<file path="config.mk">
export PLATFORM = sky130hd
export DESIGN_NAME = spi_poll_scheduler
export DESIGN_NICKNAME = d
export VERILOG_FILES = /design/src/rtl/spi_poll_scheduler.sv
export SDC_FILE = /design/constraint.sdc
export NUM_CORES = 1
export LEC_CHECK = 0
export ABC_AREA = 1
export CAP_MARGIN = 25
export CELL_PAD_IN_SITES_DETAIL_PLACEMENT = 1
export CELL_PAD_IN_SITES_GLOBAL_PLACEMENT = 1
export CORE_MARGIN = 3
export CORE_UTILIZATION = 35
export CTS_CLUSTER_SIZE = 30
export DETAILED_ROUTE_END_ITERATION = 10
export PLACE_DENSITY = 0.77
export SYNTH_ARGS = -nofsm -noshare
export SYNTH_HDL_FRONTEND = slang
export SYNTH_SLANG_ARGS = --single-unit
</file>
<file path="constraint.sdc">
create_clock -name clk_in -period 42.3 [get_ports clk_in]
set_clock_uncertainty 0.15 [all_clocks]
set_input_delay 8.46 -clock clk_in [delete_from_list [all_inputs] [get_ports clk_in]]
set_output_delay 8.46 -clock clk_in [all_outputs]
set_load 0.05 [all_outputs]
</file>
<file path="src/rtl/spi_poll_scheduler.sv">
// Shares one SPI master between CPU single transactions and a round-robin driver status poll.
// Optional watchdog on stalled transfers: define SPI_SCHED_TIMEOUT_EN.
module spi_poll_scheduler #(
    parameter int              NUM_DRIVERS    = 12,
    parameter int              SIZE           = 40,
    parameter logic [SIZE-1:0] POLL_WORD      = 40'h6F00000000,
    parameter int              POLL_INTERVAL  = 25000,
    parameter int              TIMEOUT_CYCLES = 4096
) (
    input  logic                   clk_in,
    input  logic                   reset_in,
    input  logic                   poll_enable_in,
    input  logic                   cpu_req_in,
    input  logic [SIZE-1:0]        cpu_data_in,
    input  logic [3:0]             cpu_cs_in,
    output logic                   r_cpu_busy_out,
    output logic                   r_cpu_done_out,
    output logic                   r_cpu_err_out,
    output logic [SIZE-1:0]        r_cpu_rdata_out,
    input  logic [3:0]             rd_sel_in,
    output logic [SIZE-1:0]        rd_data_out,
    output logic [NUM_DRIVERS-1:0] r_poll_valid_out,
    output logic [SIZE-1:0]        spi_data_out,
    output logic                   r_spi_send_enable_out,
    output logic [3:0]             spi_cs_select_out,
    input  logic [SIZE-1:0]        spi_data_in,
    input  logic                   spi_ready_in
);
    localparam int CW = $clog2(POLL_INTERVAL + 1);

    typedef enum logic [2:0] {IDLE, START, WAIT_BUSY, WAIT_DONE, CAPTURE} state_t;

    state_t                 state_q, state_d;
    logic                   job_cpu_q, job_cpu_d;
    logic                   busy_q, busy_d;
    logic                   done_q, done_d;
    logic                   err_q, err_d;
    logic [SIZE-1:0]        rdata_q, rdata_d;
    logic [SIZE-1:0]        cpu_data_q, cpu_data_d;
    logic [3:0]             cpu_cs_q, cpu_cs_d;
    logic [3:0]             idx_q, idx_d, idx_nxt;
    logic [CW-1:0]          cnt_q, cnt_d;
    logic [NUM_DRIVERS-1:0] valid_q, valid_d;
    logic [SIZE-1:0]        res_q [NUM_DRIVERS];
    logic                   send_q;
    logic                   cap_en;
    logic                   cs_ok;
    logic                   poll_due;

    assign cs_ok    = {1'b0, cpu_cs_q} < 5'(NUM_DRIVERS);
    assign poll_due = poll_enable_in && (cnt_q == '0);
    assign idx_nxt  = (idx_q == 4'(NUM_DRIVERS - 1)) ? 4'd0 : idx_q + 4'd1;

`ifdef SPI_SCHED_TIMEOUT_EN
    localparam int TW = $clog2(TIMEOUT_CYCLES + 1);
    logic [TW-1:0] tmo_q;
    logic          waiting;
    logic          tmo_hit;

    assign waiting = (state_q == WAIT_BUSY) || (state_q == WAIT_DONE);
    assign tmo_hit = waiting && (tmo_q == TW'(TIMEOUT_CYCLES - 1));

    always_ff @(posedge clk_in or posedge reset_in) begin
        if (reset_in)
            tmo_q <= '0;
        else if (waiting && !tmo_hit)
            tmo_q <= tmo_q + TW'(1);
        else
            tmo_q <= '0;
    end
`else
    wire unused_tmo = (TIMEOUT_CYCLES != 0);
`endif

    always_comb begin
        state_d    = state_q;
        job_cpu_d  = job_cpu_q;
        busy_d     = busy_q;
        done_d     = 1'b0;
        err_d      = err_q;
        rdata_d    = rdata_q;
        cpu_data_d = cpu_data_q;
        cpu_cs_d   = cpu_cs_q;
        idx_d      = idx_q;
        valid_d    = valid_q;
        cap_en     = 1'b0;
        cnt_d      = (cnt_q != '0) ? cnt_q - CW'(1) : cnt_q;
        if (cpu_req_in && !busy_q) begin
            busy_d     = 1'b1;
            err_d      = 1'b0;
            cpu_data_d = cpu_data_in;
            cpu_cs_d   = cpu_cs_in;
        end
        unique case (state_q)
            IDLE: begin
                if (busy_q) begin
                    if (!cs_ok) begin
                        err_d  = 1'b1;
                        done_d = 1'b1;
                        busy_d = 1'b0;
                    end else if (spi_ready_in) begin
                        job_cpu_d = 1'b1;
                        state_d   = START;
                    end
                end else if (poll_due && !cpu_req_in && spi_ready_in) begin
                    // a same-cycle CPU strobe blocks the poll so the CPU goes first
                    job_cpu_d = 1'b0;
                    state_d   = START;
                end
            end
            START:     state_d = WAIT_BUSY;
            WAIT_BUSY: if (!spi_ready_in) state_d = WAIT_DONE;
            WAIT_DONE: if (spi_ready_in) state_d = CAPTURE;
            CAPTURE: begin
                state_d = IDLE;
                if (job_cpu_q) begin
                    rdata_d = spi_data_in;
                    done_d  = 1'b1;
                    busy_d  = 1'b0;
                end else begin
                    cap_en         = 1'b1;
                    valid_d[idx_q] = 1'b1;
                    idx_d          = idx_nxt;
                    cnt_d          = CW'(POLL_INTERVAL);
                end
            end
            default: state_d = IDLE;
        endcase
`ifdef SPI_SCHED_TIMEOUT_EN
        if (tmo_hit) begin
            state_d = IDLE;
            if (job_cpu_q) begin
                err_d  = 1'b1;
                done_d = 1'b1;
                busy_d = 1'b0;
            end else begin
                valid_d[idx_q] = 1'b0;
                idx_d          = idx_nxt;
                cnt_d          = CW'(POLL_INTERVAL);
            end
        end
`endif
    end

    always_ff @(posedge clk_in or posedge reset_in) begin
        if (reset_in) begin
            state_q    <= IDLE;
            job_cpu_q  <= 1'b0;
            busy_q     <= 1'b0;
            done_q     <= 1'b0;
            err_q      <= 1'b0;
            rdata_q    <= '0;
            cpu_data_q <= '0;
            cpu_cs_q   <= '0;
            idx_q      <= '0;
            cnt_q      <= '0;
            valid_q    <= '0;
            send_q     <= 1'b0;
            for (int i = 0; i < NUM_DRIVERS; i++) res_q[i] <= '0;
        end else begin
            state_q    <= state_d;
            job_cpu_q  <= job_cpu_d;
            busy_q     <= busy_d;
            done_q     <= done_d;
            err_q      <= err_d;
            rdata_q    <= rdata_d;
            cpu_data_q <= cpu_data_d;
            cpu_cs_q   <= cpu_cs_d;
            idx_q      <= idx_d;
            cnt_q      <= cnt_d;
            valid_q    <= valid_d;
            send_q     <= (state_d == START);
            if (cap_en) res_q[idx_q] <= spi_data_in;
        end
    end

    always_comb begin
        rd_data_out = '0;
        if ({1'b0, rd_sel_in} < 5'(NUM_DRIVERS)) rd_data_out = res_q[rd_sel_in];
    end

    assign spi_data_out          = job_cpu_q ? cpu_data_q : POLL_WORD;
    assign spi_cs_select_out     = job_cpu_q ? cpu_cs_q : idx_q;
    assign r_spi_send_enable_out = send_q;
    assign r_cpu_busy_out        = busy_q;
    assign r_cpu_done_out        = done_q;
    assign r_cpu_err_out         = err_q;
    assign r_cpu_rdata_out       = rdata_q;
    assign r_poll_valid_out      = valid_q;
endmodule

</file>
==> results.yml <==
place:
  port_buffers: 232
  gp_congestion: 0.766
  dpl.hpwl_um: 52600
clocking:
  post_cts_buffers: 0
  h-tree-depth: 3
  cts_buffers: 73
  tritoncts: "built"
  ctsResizeCount: 0
  clock_latency_ps: 620
  clkTransAtPathRegs_ps: 50
  cts_root_buffer: "clkbuf_16"
  holdBufCountCts: 0
  cts.sinks: 603
  cts_buffer_depth: 3
drt:
  drt_wl_total_um: 90900
  route.detailed.drc: 0
  viasPerCell: 5.11
  drtIter0Drc: 1573
  antenna_left: 0
  vias: 23564
  first_pass_iters: 5
  wire_per_inst_um: 19.7
yosys:
  synth-simple-area-share_pct: 18.0
  synth_xor_area_share_pct: 0.126
  synthesis.area_um2: 27800
  synth_cell_types: 30
  synthCells: 3430
  synth-seq-cells: 603
  syn-num-nets: 3528
  muxShareOfSynthArea_pct: 1.78
  syn_area_per_cell_um2: 8.11
  synthAdderAreaFrac_pct: 0.225
  ys_seq_area_share_pct: 54.2
  synth_top_family_by_area: "simple AND/OR/NAND/NOR gates"
  yosysWarnings: 0
  synth-compound-area-share_pct: 16.2
sta:
  fmaxAchievable_mhz: 48.5
  finalHoldViolations: 0
  setup_tns_ps: 0
  rsz0062_at_grt: "false"
  slew_viol_final: 0
  tightest_slew_ps: 1050
  worst_hold_slack_ps: 319
  fin_crit_sh_pct: 48.7
  max_slew_margin_pct: 30.2
  fin_crit_ps: 20600
  setup_violations: 0
grt:
  antenna_found_initial: 4
  grt_first_pass_wirelength_um: 144000
  overflow: 0
  grt_pass1_vias: 24909
  grt_use_total_pct: 22.2
  grt_max_degree: 164
cells_and_area:
  synthToLayoutAreaGrowth_pct: 19.1
  multi_input_area_um2: 10200
  final_common_cell: "nand2_1"
  seq_area_um2: 15100
  final_cell_mix: "nand2_1 (1013), dfrtp_1 (603), o21ai_0 (569)"
  fill_cells: 9257
  drive_gt1_share_pct: 6.70
  layout.nets: 3613
hold_path:
  hp-class: "flip-flop to flip-flop"
worst_setup_path:
  critical-path-top-delay-family: "buffers and inverters"
  slowest_delay_ps: 900
  slowest_stage: "clkdlybuf4s50_1"
  crit_path_cell_trace: "clkbuf_8 > inv_8 > buf_4 > nor2_1 > o21ai_0 > nand2_1 > nand2_1 > nand2_1 > nand2_1 > clkdlybuf4s50_1"
  worst-path-buf-inv: 4
  cp-end-kind: "output port"
  reg2reg_from: "job_cpu_q"
  startpoint_type: "input pin"
  cp.required_ps: 33690
  crit_top_cell: "nand2_1"
  rr_endpoint: "res_q[433]"
  path_depth: 10
  crit_path_start: "rd_sel_in[0]"
  cp.arrival_ps: 11990
  critPathCapture: "rd_data_out[2]"
  crit_fanout: 162
  rr_worst_depth: 8
  ff2ff_setup_slack_ps: 38430
  critical_path_class: "input pin to output port"
power_and_ir_drop:
  cellLeakagePower_uw: 0.0157
  ir_drop_mv: 0.0565
  power.density_nw_per_um2: 55.8
run_status:
  status: "finished, final reports clean"
die:
  die-area_um2: 82900
  die_h_um: 288
  core-area_um2: 78100
  die_x_um: 288
  fp-row-count: 102
  initial_core_util_pct: 35.6
  ioPinCount: 233
job:
  maxCapViolations: 0
-- where the power goes --
part / internal (uW) / total, uW / switching [uW] / leakage (uW)
clock: 391 / 649 / 259 / 0.00122
sequential: 652 / 694 / 41.6 / 0.00573
combinational: 164 / 506 / 343 / 0.00879
-- kinds of logic after synthesis --
logic type,count (synthesis)
XOR/XNOR,4
buffers and inverters,646
AO/OA/AOI/OAI,863
multiplexers,44
AND/OR/NAND/NOR,1265
flip-flops,603
adder cells (fa/ha/maj),5
-- per-stage QoR --
step	std cells	total power [uW]	setup WS (ps)	utilization, %	instance area [um^2]
2_1_floorplan	3430	1030	16810	-	27800
3_3_place_gp	4477	1200	21660	39.2	30600
3_5_place_dp	4478	1210	21660	39.2	30600
4_1_cts	4605	1870	21650	42.4	33100
5_1_grt	4610	1940	21410	42.4	33200
6_report	4610	1850	21700	42.4	33200
-- state kept, by name (all words and copies together), names as in the netlist --
register               count
cnt_q                     15
cpu_cs_q                   4
cpu_data_q                40
idx_q                      4
job_cpu_q                  1
r_cpu_busy_out             1
r_cpu_done_out             1
r_cpu_err_out              1
r_cpu_rdata_out           40
r_poll_valid_out          12
r_spi_send_enable_out      1
res_q                    480
state_q                    3
-- final cells by class --
type	instances	area share (%)
Inverter	391	4.49
Clock inverter	28	1.12
Sequential cell	603	45.5
Timing Repair Buffer	265	7.96
Multi-Input combinational cell	2181	30.6
Clock buffer	99	6.32
Antenna cell	3	0.0226
Tap cell	1040	3.93
-- synth_stat cells --
library cell,instances,area (um^2)
a21oi_1,127,636
a31oi_1,1,6.26
buf_1,21,78.8
buf_2,117,586
buf_4,4,30.0
buf_6,2,22.5
clkbuf_1,111,417
clkinv_1,2,7.51
dfrtp_1,603,15100
ha_1,5,62.6
inv_1,384,1440
inv_2,5,18.8
mux2_2,44,495
nand2_1,1014,3810
nand2_2,2,12.5
nand3_1,98,490
nand3_2,2,20.0
nand3b_1,2,15.0
nand4_1,2,12.5
nor2_1,118,443
nor2_2,1,6.26
nor2_4,8,90.1
nor2_8,1,20.0
nor4_1,1,6.26
o211ai_1,80,601
o21ai_0,569,2850
o21ai_1,85,425
o22ai_1,1,6.26
or2_2,16,100
xor2_1,4,35.0
-- worst min path at each step --
stage / startpoint / end / slack (ps) / cells after the start
after floorplan: cnt_q[14] / cnt_q[14] / 290 / 2
after global placement: r_poll_valid_out[6] / r_poll_valid_out[6] / 300 / 2
after detailed placement: r_poll_valid_out[5] / r_poll_valid_out[5] / 310 / 1
after CTS: r_poll_valid_out[3] / r_poll_valid_out[3] / 320 / 1
after global routing: r_poll_valid_out[10] / r_poll_valid_out[10] / 330 / 1
final: r_poll_valid_out[11] / r_poll_valid_out[11] / 320 / 1
-- worst reg2reg max path, stage by stage, from the launching register on --
cell	delay, ps
dfrtp_1	510
buf_4	420
inv_1	290
nand2_1	130
buf_4	370
clkinv_1	470
nand3_4	570
buf_4	610
o21ai_0	200
-- layer usage --
metal	global-route usage (%)	wire [um]
met5	0	16
met4	6.33	2160
met3	5.07	6010
met2	37.8	43300
met1	28.2	39400
(Power assumes the default switching activity.)
